===== config.mk =====
export PLATFORM = sky130hd
export DESIGN_NAME = ifetch_queue
export DESIGN_NICKNAME = d
export VERILOG_FILES = /design/src/rtl/ifetch_queue.sv
export SDC_FILE = /design/constraint.sdc
export NUM_CORES = 1
export LEC_CHECK = 0
export CAP_MARGIN = 20
export CORE_ASPECT_RATIO = 2
export CORE_UTILIZATION = 50
export DETAILED_ROUTE_END_ITERATION = 7
export GPL_ROUTABILITY_DRIVEN = 0
export GPL_TIMING_DRIVEN = 1
export PLACE_DENSITY = 0.77
export SYNTH_ARGS = -nofsm -noshare
export SYNTH_HDL_FRONTEND = slang
export SYNTH_SLANG_ARGS = --single-unit

===== constraint.sdc =====
create_clock -name clk -period 5.3 [get_ports clk]
set_input_delay 0.795 -clock clk [delete_from_list [all_inputs] [get_ports clk]]
set_output_delay 0.795 -clock clk [all_outputs]
set_load 0.02 [all_outputs]

===== src/rtl/ifetch_queue.sv =====
// ifetch_queue: instruction fetch front end. Issues paired two-word fetch
// requests to the icache and buffers returned {pc, inst} pairs in a circular
// queue that the decoder drains up to two entries per cycle.
//
// Ports:
//   clk, resetn            clock, synchronous active-low reset
//   ireq_1, ireq_2         first/second word fetch requests (valid in REQ)
//   iresp                  icache response: addr_ok, data_ok, data = {word2, word1}
//   redirect_valid/_pc     flush the queue and refetch from a new PC
//   out_valid[1:0]         bit0 = head valid, bit1 = head+1 valid
//   out_pc0/1, out_inst0/1 head and head+1 entries
//   deq_cnt                entries consumed this cycle (clamped to count)

package ifetch_queue_pkg;

    typedef struct packed {
        logic        valid;
        logic        wr;
        logic [1:0]  size;
        logic [3:0]  wstrb;
        logic [31:0] addr;
        logic [31:0] wdata;
    } ibus_req_t;

    typedef struct packed {
        logic        addr_ok;
        logic        data_ok;
        logic [63:0] data;
    } ibus_resp_t;

endpackage

module ifetch_queue
    import ifetch_queue_pkg::*;
#(
    parameter logic [31:0] RESET_PC = 32'hBFC0_0000,
    parameter int unsigned DEPTH    = 8
) (
    input  logic        clk,
    input  logic        resetn,

    output ibus_req_t   ireq_1,
    output ibus_req_t   ireq_2,
    input  ibus_resp_t  iresp,

    input  logic        redirect_valid,
    input  logic [31:0] redirect_pc,

    output logic [1:0]  out_valid,
    output logic [31:0] out_pc0,
    output logic [31:0] out_pc1,
    output logic [31:0] out_inst0,
    output logic [31:0] out_inst1,
    input  logic [1:0]  deq_cnt
);

    localparam int unsigned PTR_W = $clog2(DEPTH);
    localparam int unsigned CNT_W = PTR_W + 1;

    typedef enum logic [1:0] {
        IDLE = 2'd0,
        REQ  = 2'd1,
        WAIT = 2'd2
    } state_t;

    state_t             state_q, state_d;
    logic [31:0]        pc_q, pc_d;
    logic [31:0]        fpc_q, fpc_d;
    logic               discard_q, discard_d;
    logic [PTR_W-1:0]   head_q, head_d;
    logic [PTR_W-1:0]   tail_q, tail_d;
    logic [CNT_W-1:0]   count_q, count_d;

    logic               enq;
    logic [CNT_W-1:0]   deq_eff;
    logic [CNT_W-1:0]   free_slots;
    logic [PTR_W-1:0]   head_p1;
    logic [PTR_W-1:0]   tail_p1;

    logic [31:0]        pc_mem   [DEPTH];
    logic [31:0]        inst_mem [DEPTH];

    // Low PC bits of a redirect are forced to word alignment and otherwise ignored.
    logic               unused_redirect_bits;
    assign unused_redirect_bits = ^redirect_pc[1:0];

    assign free_slots = CNT_W'(DEPTH) - count_q;
    assign head_p1    = head_q + PTR_W'(1);
    assign tail_p1    = tail_q + PTR_W'(1);

    // State and queue bookkeeping registers.
    always_ff @(posedge clk) begin
        if (!resetn) begin
            state_q   <= IDLE;
            pc_q      <= RESET_PC;
            fpc_q     <= RESET_PC;
            discard_q <= 1'b0;
            head_q    <= '0;
            tail_q    <= '0;
            count_q   <= '0;
        end else begin
            state_q   <= state_d;
            pc_q      <= pc_d;
            fpc_q     <= fpc_d;
            discard_q <= discard_d;
            head_q    <= head_d;
            tail_q    <= tail_d;
            count_q   <= count_d;
        end
    end

    // Next-state, pointer and PC logic.
    always_comb begin
        state_d   = state_q;
        pc_d      = pc_q;
        fpc_d     = fpc_q;
        discard_d = discard_q;
        head_d    = head_q;
        tail_d    = tail_q;
        count_d   = count_q;
        enq       = 1'b0;

        // Over-asking dequeues are clamped to what is actually held.
        deq_eff = (CNT_W'(deq_cnt) > count_q) ? count_q : CNT_W'(deq_cnt);

        unique case (state_q)
            IDLE: begin
                // Two free slots are reserved for the pair from this point on.
                if (!redirect_valid && (free_slots >= CNT_W'(2))) begin
                    state_d = REQ;
                    fpc_d   = pc_q;
                end
            end
            REQ: begin
                if (iresp.addr_ok) begin
                    state_d = WAIT;
                end
            end
            WAIT: begin
                if (iresp.data_ok) begin
                    state_d   = IDLE;
                    discard_d = 1'b0;
                    enq       = !discard_q && !redirect_valid;
                end
            end
            default: begin
                state_d = IDLE;
            end
        endcase

        if (enq) begin
            pc_d   = fpc_q + 32'd8;
            tail_d = tail_q + PTR_W'(2);
        end
        head_d  = head_q + PTR_W'(deq_eff);
        count_d = count_q + (enq ? CNT_W'(2) : CNT_W'(0)) - deq_eff;

        // Redirect wins over any enqueue/dequeue; an in-flight pair cannot be
        // aborted at the icache, so it is marked for dropping instead.
        if (redirect_valid) begin
            pc_d    = {redirect_pc[31:2], 2'b00};
            head_d  = tail_q;
            tail_d  = tail_q;
            count_d = '0;
            if ((state_q == REQ) || ((state_q == WAIT) && !iresp.data_ok)) begin
                discard_d = 1'b1;
            end
        end
    end

    // Queue storage; the pair lands in tail and tail+1.
    always_ff @(posedge clk) begin
        if (enq) begin
            pc_mem[tail_q]    <= fpc_q;
            inst_mem[tail_q]  <= iresp.data[31:0];
            pc_mem[tail_p1]   <= fpc_q + 32'd4;
            inst_mem[tail_p1] <= iresp.data[63:32];
        end
    end

    // Fetch requests are combinational from state so valid drops with addr_ok.
    always_comb begin
        ireq_1       = '0;
        ireq_2       = '0;
        ireq_1.valid = (state_q == REQ);
        ireq_2.valid = (state_q == REQ);
        ireq_1.addr  = fpc_q;
        ireq_2.addr  = fpc_q + 32'd4;
    end

    assign out_valid[0] = (count_q >= CNT_W'(1));
    assign out_valid[1] = (count_q >= CNT_W'(2));
    assign out_pc0      = pc_mem[head_q];
    assign out_inst0    = inst_mem[head_q];
    assign out_pc1      = pc_mem[head_p1];
    assign out_inst1    = inst_mem[head_p1];

endmodule


==> impl_summary.md, run 1 <==
Critical path
The source of the critical timing path is fpc_q[3]$_SDFFE_PN0P_. For flop-to-flop paths, the worst setup slack is 2110 ps. The startpoint identified for the worst register-to-register timing path is fpc_q[3]$_SDFFE_PN0P_. At the worst endpoint, the arrival time is approximately 4200 ps. The startpoint type of the worst setup path is a flop. In this run the worst path has a maximum fanout of 10. The endpoint of the worst-slack reg-to-reg timing path is pc_mem[5][24]$_DFFE_PP_.

The worst path required time is ~4500 ps. In this design, the stage delay of the slowest critical-path cell is around 860 ps. STA classifies the critical path endpoint as an output pin. The capturing element of the worst setup path is ireq_2[61]. The worst register-to-register path has a depth of 7.

The slowest stage of the critical path is the sky130_fd_sc_hd__nor3_1 cell. Walking the worst path, the cells encountered are ha_1 > and3_1 > nand3_1 > nor3_1 > nand4_1 > xnor2_1 > clkdlybuf4s50_1. The critical path is of the flop to output pin type.

GRT
The initial antenna violation count is 3. The largest net degree at the start of global routing is roughly 130. The via count of the first global-routing pass is ~16000. The global routing usage summed across all routing layers is a little under a quarter. After global routing the overflow that remains totals 0. The global-route wire length before repair is between 90 and 100 mm.

Timing
The setup TNS after final layout is 0 ps. Setup violations remaining at the end of the flow were counted as 0. Across the routed clock network, the largest skew measured is between 15 and 20 ps.

The setup slack after layout is about 280 ps. The number of slew-limit violations in the final report is 0. At the pin with the least slew margin, the transition time is about 1100 ps.

The worst relative slew slack is ~25%. For the finished layout, the period the worst path requires is about 5000 ps. The total count of hold-check failures in the final report was 0.

The final cycle utilization of the critical path is 94.6%. Timing would allow up to approximately 0.20 GHz. Setup repair after global routing left no endpoint under its margin.

Floorplanning
Measured along the x axis, the die boundary spans roughly 170 um. In this run the count of I/O pins placed on the die edge is ~380. Measured along the y axis, the die boundary spans roughly 330 um.

The placement row count is 121. The die area is approximately 56000 sq um. The area of the core is 54400 sq um.

For this configuration, the core starts out at a cell density of between 50% and 60%.

Yosys
The commonest cells after synthesis are sky130_fd_sc_hd__edfxtp_1, sky130_fd_sc_hd__mux4_2, sky130_fd_sc_hd__mux2_2, sky130_fd_sc_hd__buf_4, sky130_fd_sc_hd__nand2_1. The biggest area contributor in the post-synthesis netlist is sky130_fd_sc_hd__edfxtp_1. The top cell type's share of synthesized area is between 50 and 60%. The arithmetic-cell share of the synthesized area counting full adders, half adders and majority gates is 1.05%.

The dominant combinational cell family by area after synthesis is multiplexers. The portion of synthesized area spent on multiplexers is 26.0%. The compound-cell area share of the yosys netlist is 2.26%. After synthesis the cells add up to 27500 sq um. Of the total synthesized cell area, the portion taken by AND, OR, NAND and NOR gates is under 10%. The synthesized area per cell is 17.3 sq um. The cell count after synthesis is about 1600.

The number of enable-type register cells in the synthesized netlist is around 500. The count of warnings emitted by yosys is 0. By area the synthesized netlist is led by sky130_fd_sc_hd__edfxtp_1, sky130_fd_sc_hd__mux4_2, sky130_fd_sc_hd__dfxtp_1, sky130_fd_sc_hd__mux2_2, sky130_fd_sc_hd__buf_4. In this run, synthesis produced a sequential element count of 580.

The flip-flop cell with the highest count after synthesis is sky130_fd_sc_hd__edfxtp_1. The share of synthesized area occupied by flip-flops and latches is 60.5%. In this run, distinct cell masters in the synthesized netlist total 52. The synthesized netlist devotes ~1.8% of its cell area to XOR and XNOR gates. Of all flip-flops after synthesis, the portion carrying an async set or reset was 0%.

In the post-synthesis netlist, the cell with the most instances is sky130_fd_sc_hd__edfxtp_1.

Power and ir drop
For this design the ratio of total power to cell area is roughly 380 nW/um^2. Across the VDD grid, the largest voltage drop is 0.251 mV. The leakage component of the power is roughly 10 nW. The sum of internal, switching and leakage power is between 10 and 15 mW.

Detailed routing
The antenna violation net count after detailed routing is 0. The total DRC errors in the routed layout is 0. In this run the top signal layer used is met5. The total wire length after detailed routing is 66.2 mm. The iteration-0 DRC count of the detailed router is 1099. The post-detailed-route wirelength per cell is ~26 um. The number of vias per cell after detailed routing is 6.06. Across all layers, the routed design uses between 15000 and 20000 vias. Before antenna repair, the detailed router went through 5 iterations.

In the detailed route, the total length drawn on met2 is between 30 and 40 mm. The met3 wire length is 4.29 mm. After detailed routing, the wire length on met1 is about 23 mm.

Hold path
In this run the worst hold path is classified as flop to flop.

Final layout
After the last flow step, the layout net total stands at ~2000. The number of antenna diodes in the final layout is 0. Compared with the post-synthesis result, the final layout area differs by 18.8%. The filler cells instantiated in the layout total about 3900. The fraction of final layout cells sized beyond drive strength 1 is a little over a quarter.

Clock network
Clock-pin slew was measured on the worst setup and hold paths at about 70 ps. The root buffer cell chosen for the clock tree is sky130_fd_sc_hd__clkbuf_16. The total of hold buffers inserted after clock tree synthesis is 0. The H-tree was split into 2 levels. The TritonCTS buffer count is between 40 and 50. The total number of clock tree sinks is 580.

Counting along the longest clock path gives a buffer depth of 3. The clock latency at the later pin of the worst-skew pair is between 500 and 600 ps. The number of post-CTS setup repair buffers is 0.

The number of instances resized during post-cts repair is 0. The TritonCTS clock tree is built.

Placed design
Once detailed placement completed, the half-perimeter wirelength came to 43.6 mm. During placement, the flow inserted port buffers numbering 296. Timing analysis after detailed placement gives a worst setup slack of 902 ps.

Job
The tool flagged a number of max-cap violations equal to 0.

Outcome
The flow ran to the end, and the final reports show no timing, DRC or antenna violations.
state kept, by name, summed over array words and instances, names as in the netlist, 2 cells and up:
name / flops
state_q: 2
inst_mem: 256
tail_q: 2
fpc_q: 32
head_q: 3
pc_q: 32
pc_mem: 248
count_q: 4
final cells by class:
cell class | instances | area [sq um] | area share, %
clock inverters | 32 | 308 | 0.941
well taps | 676 | 846 | 2.59
multi-input cells | 869 | 10100 | 30.8
inverters | 21 | 78.8 | 0.241
clock buffers | 60 | 1300 | 3.97
repair buffers | 336 | 3440 | 10.5
flip-flops and latches | 580 | 16700 | 51.0
stage by stage:
stage	hold slack [ps]	utilization, %	instances	area (sq um)
finish	462	60.2	2574	32700
global placement	443	57.1	2480	31000
global route	481	60.2	2574	32700
floorplan	436	-	1666	27800
CTS	460	60.1	2572	32600
detailed placement	450	57.1	2480	31000
cell usage in the layout, fill, tap and decap left out, types with 12 or more instances in the layout:
cell type and n:
sky130_fd_sc_hd__xor2_1 28, sky130_fd_sc_hd__mux4_2 252, sky130_fd_sc_hd__xnor2_1 29, sky130_fd_sc_hd__conb_1 78, sky130_fd_sc_hd__o21ai_0 30, sky130_fd_sc_hd__nand4_1 12, sky130_fd_sc_hd__a21oi_1 32, sky130_fd_sc_hd__clkbuf_16 50
sky130_fd_sc_hd__nor2_1 43, sky130_fd_sc_hd__mux2_2 124, sky130_fd_sc_hd__clkdlybuf4s50_1 294, sky130_fd_sc_hd__nand3_1 33, sky130_fd_sc_hd__ha_1 19, sky130_fd_sc_hd__dfxtp_1 73, sky130_fd_sc_hd__buf_12 12, sky130_fd_sc_hd__edfxtp_1 504
sky130_fd_sc_hd__nand2_1 77, sky130_fd_sc_hd__buf_4 26, sky130_fd_sc_hd__inv_1 19, sky130_fd_sc_hd__nor3b_1 16
worst max-delay path: cells and delay by family, from the launching register on:
| family | cells | cell delay (ps) |
|---|---|---|
| buffers and inverters | 1 | 740 |
| xor gates and xnor gates | 1 | 440 |
| DFF | 1 | 540 |
| adders and majority gates | 1 | 330 |
| and+or+nand+nor | 4 | 1560 |
metal layers:
layer	global-route usage (%)	vias to the layer above
met5	0	-
met4	10.6	6
met3	3.78	125
met2	43.9	612
met1	27.0	8081
li1	-	6779
cells by family (layout without fill, tap and decap cells):
group / after synthesis / in the layout
flops: 580 / 580
mux: 385 / 385
simple gates: 225 / 225
buf+inv: 217 / 449
compound gates: 101 / 101
xor+xnor: 58 / 58
fa+ha+maj: 22 / 22
other cells: 1 / 78
worst min path at each step:
stage | from | end | depth (start not counted)
3_3_place_gp | pc_q[13]$_SDFFE_PN0P_ | fpc_q[13]$_SDFFE_PN0P_ | 2
2_1_floorplan | pc_q[13]$_SDFFE_PN0P_ | fpc_q[13]$_SDFFE_PN0P_ | 2
6_report | pc_q[4]$_SDFFE_PN0P_ | pc_q[4]$_SDFFE_PN0P_ | 2
4_1_cts | pc_q[4]$_SDFFE_PN0P_ | pc_q[4]$_SDFFE_PN0P_ | 2
3_5_place_dp | pc_q[0]$_SDFFE_PP0P_ | pc_q[0]$_SDFFE_PP0P_ | 2
5_1_grt | pc_q[27]$_SDFFE_PN1P_ | fpc_q[27]$_SDFFE_PN1P_ | 2
power breakdown:
part / switching, mW / internal, mW / total [mW]
clock: 1.65 / 1.96 / 3.61
sequential: 0.123 / 5.06 / 5.18
combinational: 1.75 / 1.76 / 3.51
total: 3.52 / 8.78 / 12.3
No activity file was read; power rests on OpenSTA's default activity.
==> run 2: changes to the inputs <==
--- a/config.mk
+++ b/config.mk
@@ -12,6 +12,7 @@
 export GPL_ROUTABILITY_DRIVEN = 0
 export GPL_TIMING_DRIVEN = 1
 export PLACE_DENSITY = 0.77
+export RECOVER_POWER = 50
 export SYNTH_ARGS = -nofsm -noshare
 export SYNTH_HDL_FRONTEND = slang
 export SYNTH_SLANG_ARGS = --single-unit
==> run 2 against run 1 <==
  * Clock-buffer cell count stayed put
  * Non-clock buffer count stayed put
  * Highest routed layer unchanged
  * The flow now finishes with violations (max-capacitance violations, max-slew violations)
  * Critical path depth is 1 higher
  * Largest power group unchanged
==> impl_summary.md, run 2 (same netlist as run 1, synthesis figures left out) <==
Hold path
The class of the tightest hold or removal check is flop to flop. The cell depth of the worst min-delay path came to 2 (unchanged). The worst hold path begins at pc_q[4]$_SDFFE_PN0P_. For hold timing, the worst endpoint is pc_q[4]$_SDFFE_PN0P_.

Final layout
The flip-flop count of the largest register, all copies and words added came to 256 (unchanged). The fraction of final layout cells sized beyond drive strength 1 is 26.1% (-0.79 points). In the final layout, the registers with the most flip-flops are inst_mem x256, pc_mem x248. The antenna cell count came to 0 (unchanged). The most frequent standard cell in the layout excluding fill and tap cells is sky130_fd_sc_hd__edfxtp_1. The number of fill cells is 3880 (+0.44%). Compared with the post-synthesis result, the final layout area differs by 18.6%. The number of nets in the layout is 1982 (unchanged). In the layout the commonest cells are sky130_fd_sc_hd__edfxtp_1, sky130_fd_sc_hd__mux4_2, sky130_fd_sc_hd__clkdlybuf4s50_1. The most flop-heavy register is inst_mem. The post-route non-filler standard cell count is 2574 (unchanged).

Floorplanning
The area of the core is 54400 sq um (unchanged). The y dimension of the die is 334 um (unchanged). The chip width is 168 um (unchanged). The starting density of the core is 50.7% (unchanged).

The placement row count is 121 (unchanged). The die area was 56100 sq um (unchanged). The count of pins on the block boundary came to 377 (unchanged).

Timing
The post-route minimum period is 5050 ps (+36.4 ps). The number of slew-limit violations in the final report is 149 (+149). The final-report setup violation count was 0 (unchanged). The total count of hold-check failures in the final report came to 0 (unchanged). The setup TNS after final layout is 0 ps (unchanged). The worst relative slew slack came to -108% (-130 points). The final cycle utilization of the critical path is 95.3% (+0.69 points). The highest attainable clock frequency was 0.198 GHz (-0.72%). The final setup skew is 17.2 ps (+1.33 ps). Setup repair after global routing left no endpoint under its margin.

The actual slew at the worst max-slew pin is 3120 ps (+2000 ps).

Power and ir drop
The total internal power was 8.76 mW (-0.25%). The power density over the cells is 376 nW/um^2 (about the same). The sum of internal, switching and leakage power is 12.3 mW (-0.20%). The leakage component of the power is 10.3 nW (+0.27%). The switching share of total power is 28.6% (+0.033 points). The net switching power is 3.51 mW (about the same). The worst IR drop on VDD is 0.248 mV (-1.1%). The combinational fraction of design power was 28.4% (about the same). The clock network fraction of design power is 29.4% (about the same). The power share of the sequential group is 42.2% (about the same).

GRT
The global routing usage summed across all routing layers was 23.8% (unchanged). The largest net degree at the start of global routing is 128 (unchanged). The global-route wire length before repair came to 99.1 mm (unchanged). The via count of the first global-routing pass is 16455 (unchanged). The initial antenna violation count is 7 (+4). The global-route congestion overflow total is 0 (unchanged).

Detailed routing
The number of vias per cell after detailed routing is 6.08 (+0.22%). The antenna violation net count after detailed routing is 0 (unchanged). The total DRC errors in the routed layout is 0 (unchanged). The total wire length after detailed routing is 66.2 mm (+0.12%).

The post-detailed-route wirelength per cell is 25.7 um (+0.12%). The iteration-0 DRC count of the detailed router is 1081 (-1.6%). The number of vias after detailed routing is 15638 (+0.22%). The number of optimization iterations in the first detailed-route pass was 7 (+2).

Clock network
The maximum buffer depth of the clock tree is 3 (unchanged). TritonCTS built the clock tree. The H-tree depth is 2 (unchanged). The number of post-CTS setup repair buffers is 0 (unchanged).

The clock tree root buffer cell is sky130_fd_sc_hd__clkbuf_16. The total of hold buffers inserted after clock tree synthesis is 0 (unchanged). The clock latency at the later pin of the worst-skew pair is 590 ps (about the same). The TritonCTS buffer count is 49 (unchanged).

The register clock-pin slew on the reported worst setup and hold paths is 70 ps (about the same). The total number of clock tree sinks is 580 (unchanged). The number of instances resized during post-cts repair came to 0 (unchanged).

Outcome
The final reports fail on max-capacitance violations, max-slew violations. The flow ran to the end, but the final reports show violations.

Critical path
The startpoint type of the worst setup path is a flop. The setup slack of the worst register-to-register path is 1470 ps (-640 ps). The worst setup path is of the flop to output pin kind.

The worst path required time came to 4510 ps (about the same). The capturing element type of the critical path is an output pin. The number of cells on the worst reg-to-reg path is 5 (-2). The arrival time at the worst endpoint is 4260 ps (+40 ps). The reg-to-reg critical path startpoint is state_q[1]$_SDFFE_PN0P_. The largest fanout on the critical path is 10 (unchanged).

The worst register-to-register path ends at pc_mem[5][24]$_DFFE_PP_.

Placed design
The detailed-placement wirelength estimate is 43.6 mm (unchanged). The number of input and output port buffers inserted is 296 (unchanged). The placed instance count is 2480 (unchanged).

Job
The count of max-cap constraint violations came to 3 (+3).
## run 2: cell types whose count changed in the layout (fill, tap and decap cells not counted), sizes merged
| cell | before | now |
|---|---|---|
| clkdlybuf4s50 | 294 | 195 |
| dlygate4sd3 | 0 | 99 |
| buf | 42 | 30 |
| clkbuf | 60 | 72 |
## run 2: layer usage
layer	vias to the layer above	routed length, um	track usage [%]
li1	6781	-	-
met1	8096	23400	27.0
met2	629	35800	43.9
met3	126	4280	3.78
met4	6	2790	10.6
met5	-	41	0
## run 2: cell type report
type | instances | area (sq um) | area share (%)
Tap cell | 676 | 846 | 2.59
Clock inverter | 32 | 308 | 0.943
Inverter | 21 | 78.8 | 0.241
Clock buffer | 60 | 1300 | 3.98
Sequential cell | 580 | 16700 | 51.1
Multi-Input combinational cell | 869 | 10000 | 30.8
Timing Repair Buffer | 336 | 3400 | 10.4
## run 2: per-stage QoR
step                worst slack (ps)  hold WS (ps)  cell area [sq um]  utilization (%)
CTS                              236           460              32600             60.1
floorplan                       44.4           436              27800                -
global route                    57.4           481              32600             60.1
finish                           248           462              32600             60.1
global placement                1050           443              31000             57.1
detailed placement               902           450              31000             57.1
## run 2: how the worst max path moves through the flow
stage / endpoint / cells past startpoint / start
finish: ireq_2[56] / 8 / fpc_q[3]$_SDFFE_PN0P_
floorplan: inst_mem[2][0]$_DFFE_PP_ / 5 / redirect_valid
CTS: ireq_2[56] / 8 / fpc_q[3]$_SDFFE_PN0P_
global placement: ireq_2[56] / 8 / fpc_q[3]$_SDFFE_PN0P_
global route: ireq_2[56] / 8 / fpc_q[3]$_SDFFE_PN0P_
detailed placement: ireq_2[56] / 8 / fpc_q[3]$_SDFFE_PN0P_
## run 2: power by group through the flow
stage,sequential (mW),clock (mW),combinational [mW]
floorplan,5.25,0,2.31
global placement,5.27,0,3.49
detailed placement,5.28,0,3.53
CTS,5.18,3.69,3.54
global route,5.19,3.82,3.70
finish,5.18,3.61,3.49
## run 2: worst max-delay path, stage by stage (launching register included)
cell and delay (ps):
sky130_fd_sc_hd__dfxtp_1 540, sky130_fd_sc_hd__ha_1 280, sky130_fd_sc_hd__nand3_1 210, sky130_fd_sc_hd__nor3_1 490
sky130_fd_sc_hd__nand3_1 140, sky130_fd_sc_hd__buf_4 230, sky130_fd_sc_hd__nor4_1 710, sky130_fd_sc_hd__xor2_1 370
sky130_fd_sc_hd__clkdlybuf4s50_1 680
==> run 3: changes to the inputs <==
--- a/config.mk
+++ b/config.mk
@@ -11,7 +11,7 @@
 export DETAILED_ROUTE_END_ITERATION = 7
 export GPL_ROUTABILITY_DRIVEN = 0
 export GPL_TIMING_DRIVEN = 1
-export PLACE_DENSITY = 0.77
+export PLACE_DENSITY_LB_ADDON = 0.25
 export RECOVER_POWER = 50
 export SYNTH_ARGS = -nofsm -noshare
 export SYNTH_HDL_FRONTEND = slang
==> run 3 against run 2 <==
  * The flow still finishes with violations (max-capacitance violations, max-slew violations)
  * Global-route usage down 0.17 points
  * Core utilization about the same
  * First-iteration DRC count up 4.2%
  * Critical path type unchanged
  * Cell area about the same
  * Via count down 0.34%
  * Critical path depth unchanged
==> impl_summary.md, run 3 (same netlist as run 1, synthesis figures left out) <==
Outcome
The run finished, with violations left. The final reports fail on max-capacitance violations, max-slew violations.

Timing
The number of slew-limit violations in the final report is 221 (+48%). The tightest hold margin is 461 ps (-0.488 ps). The actual slew at the worst max-slew pin is 3390 ps (+275 ps).

The final setup skew was 31.4 ps (+14.2 ps). The final cycle utilization of the critical path came to 92.9% (-2.4 points). The highest attainable clock frequency is 0.203 GHz (+2.6%). The total count of hold-check failures in the final report is 0 (unchanged). The worst relative slew slack is -126% (-18 points). The final-report setup violation count is 0 (unchanged). The setup TNS after final layout is 0 ps (unchanged). The post-route minimum period is 4920 ps (-129 ps). Setup repair after global routing left no endpoint under its margin.

Power and ir drop
The leakage component of the power is 10.3 nW (-0.17%). The total internal power is 8.84 mW (+0.91%). The power density over the cells is 378 nW/um^2 (+0.60%). The clock network fraction of design power is 29.8% (+0.4 points). The switching share of total power is 28.4% (-0.23 points).

The worst IR drop on VDD is 0.253 mV (+2.0%). The net switching power came to 3.51 mW (-0.20%). The power share of the sequential group is 42.0% (-0.2 points). The combinational fraction of design power was 28.1% (-0.3 points).

Detailed routing
The iteration-0 DRC count of the detailed router is 1126 (+4.2%). The met3 wire length came to 3.88 mm (-9.3%). The number of optimization iterations in the first detailed-route pass came to 5 (-2). The total routed wire length on the met1 layer is 23.7 mm (+1.2%). The number of vias after detailed routing is 15585 (-0.34%). The number of vias per cell after detailed routing was 6.05 (-0.49%). The wire length on met2 came to 35.1 mm (-1.9%). The total wire length after detailed routing is 65.4 mm (-1.3%). The post-detailed-route wirelength per cell is 25.4 um (-1.5%). The antenna violation net count after detailed routing was 0 (unchanged).

The uppermost signal routing layer after detailed routing is met5. The total DRC errors in the routed layout is 0 (unchanged).

Clock network
The TritonCTS clock tree is built. The register clock-pin slew on the reported worst setup and hold paths is 70 ps (about the same). The number of post-CTS setup repair buffers is 0 (unchanged). The total of hold buffers inserted after clock tree synthesis is 0 (unchanged). The maximum buffer depth of the clock tree came to 3 (unchanged). The clock latency at the later pin of the worst-skew pair is 590 ps (about the same). The clock tree root buffer cell is sky130_fd_sc_hd__clkbuf_16. The H-tree depth is 2 (unchanged). The number of instances resized during post-cts repair was 0 (unchanged). The TritonCTS buffer count is 50 (+2.0%).

The total number of clock tree sinks is 580 (unchanged).

Floorplanning
The placement row count is 121 (unchanged). The chip width is 168 um (unchanged). The y dimension of the die is 334 um (unchanged). The die area is 56100 sq um (unchanged). The starting density of the core came to 50.7% (unchanged). The area of the core was 54400 sq um (unchanged). The count of pins on the block boundary came to 377 (unchanged).

Final layout
The library cell used most frequently in the layout, excluding fill and tap cells, is sky130_fd_sc_hd__edfxtp_1. In the layout the commonest cells are sky130_fd_sc_hd__edfxtp_1, sky130_fd_sc_hd__mux4_2, sky130_fd_sc_hd__clkdlybuf4s50_1. The number of nets in the layout is 1981 (-0.050%). The number of fill cells came to 3976 (+2.5%). The layout overhead on the synthesized area came to 18.6% (about the same). The largest registers in the layout are inst_mem x256, pc_mem x248. Ranked by flip-flop count, first place goes to inst_mem. The flip-flop count of the largest register, all copies and words added is 256 (unchanged).

The fraction of final layout cells sized beyond drive strength 1 was 26.1% (about the same).

Critical path
The worst path required time is 4510 ps (about the same). By instance count, the cell type seen most on the critical path is sky130_fd_sc_hd__nand3_1. Traced cell by cell, the critical path runs through ha_1 > nand3_1 > nor3_1 > nand3_1 > buf_4 > nor4_1 > xor2_1 > clkdlybuf4s50_1. The startpoint type of the worst setup path is a flop. The slowest stage of the critical path belongs to the cell sky130_fd_sc_hd__clkdlybuf4s50_1. The largest fanout on the critical path is 10 (unchanged).

The critical path is of the flop to output pin type. The arrival time at the worst endpoint is 4130 ps (-130 ps). The capturing element type of the critical path is an output pin. The number of buffer and inverter stages on the critical path is 2 (unchanged). The kind of cell adding the most delay to the critical path is simple AND/OR/NAND/NOR gates. The largest stage delay on the critical path is 700 ps (about the same).

GRT
The global-route wire length before repair is 98.8 mm (-0.34%). The largest net degree at the start of global routing was 145 (+13%). The global routing usage summed across all routing layers is 23.7% (-0.17 points). The via count of the first global-routing pass was 16454 (-0.0061%).

The global-route congestion overflow total came to 0 (unchanged). The initial antenna violation count is 9 (+2).

Hold path
The path class of the tightest hold or removal check is flop to flop.

Job
The count of max-cap constraint violations came to 5 (+2).

Placed design
The number of input and output port buffers inserted was 296 (unchanged). The detailed-placement wirelength estimate is 42.8 mm (-1.9%).
[run 3: final timing paths]
check,start,to,slack (ps),depth (start not counted)
setup / recovery,fpc_q[3]$_SDFFE_PN0P_,ireq_2[56],380,8
hold / removal,pc_q[2]$_SDFFE_PN0P_,pc_q[2]$_SDFFE_PN0P_,460,2
setup reg to reg,state_q[1]$_SDFFE_PN0P_,inst_mem[2][9]$_DFFE_PP_,720,5
hold reg to reg,pc_q[2]$_SDFFE_PN0P_,pc_q[2]$_SDFFE_PN0P_,460,2
[run 3: power by group through the flow]
stage          logic, mW  clock network, mW  registers [mW]
4_1_cts             3.55               3.76            5.19
2_1_floorplan       2.31                  0            5.25
3_5_place_dp        3.53                  0            5.29
3_3_place_gp        3.49                  0            5.28
6_report            3.47               3.68            5.19
5_1_grt             3.69               3.90            5.20
[run 3: layer usage]
layer / track usage [%] / up-vias
met2: 42.5 / 600
met4: 11.0 / 4
met5: 0 / -
met3: 3.81 / 128
li1: - / 6778
met1: 27.5 / 8075
[run 3: stage by stage]
step | total power, mW | area [sq um] | setup slack [ps] | util, % | instances
final | 12.3 | 32600 | 377 | 60.1 | 2578
after global routing | 12.8 | 32600 | 140 | 60.1 | 2577
after CTS | 12.5 | 32700 | 356 | 60.2 | 2573
after detailed placement | 8.82 | 31000 | 1020 | 57.1 | 2480
after global placement | 8.77 | 31000 | 1150 | 57.1 | 2480
after floorplan | 7.56 | 27800 | 44.4 | - | 1666
[run 3: cell type report]
| cell class | instances | area (sq um) | area share [%] |
|---|---|---|---|
| Multi-Input combinational cell | 869 | 10000 | 30.7 |
| Antenna cell | 5 | 12.5 | 0.0383 |
| Clock inverter | 35 | 330 | 1.01 |
| Clock buffer | 58 | 1330 | 4.08 |
| Inverter | 21 | 78.8 | 0.241 |
| Tap cell | 676 | 846 | 2.59 |
| Sequential cell | 580 | 16700 | 51.1 |
| Timing Repair Buffer | 334 | 3340 | 10.2 |
[run 3: tightest hold or removal path: stages (launching register included)]
cell	delay, ps
sky130_fd_sc_hd__dfxtp_1	310
sky130_fd_sc_hd__nand2_1	50
sky130_fd_sc_hd__a21oi_1	50
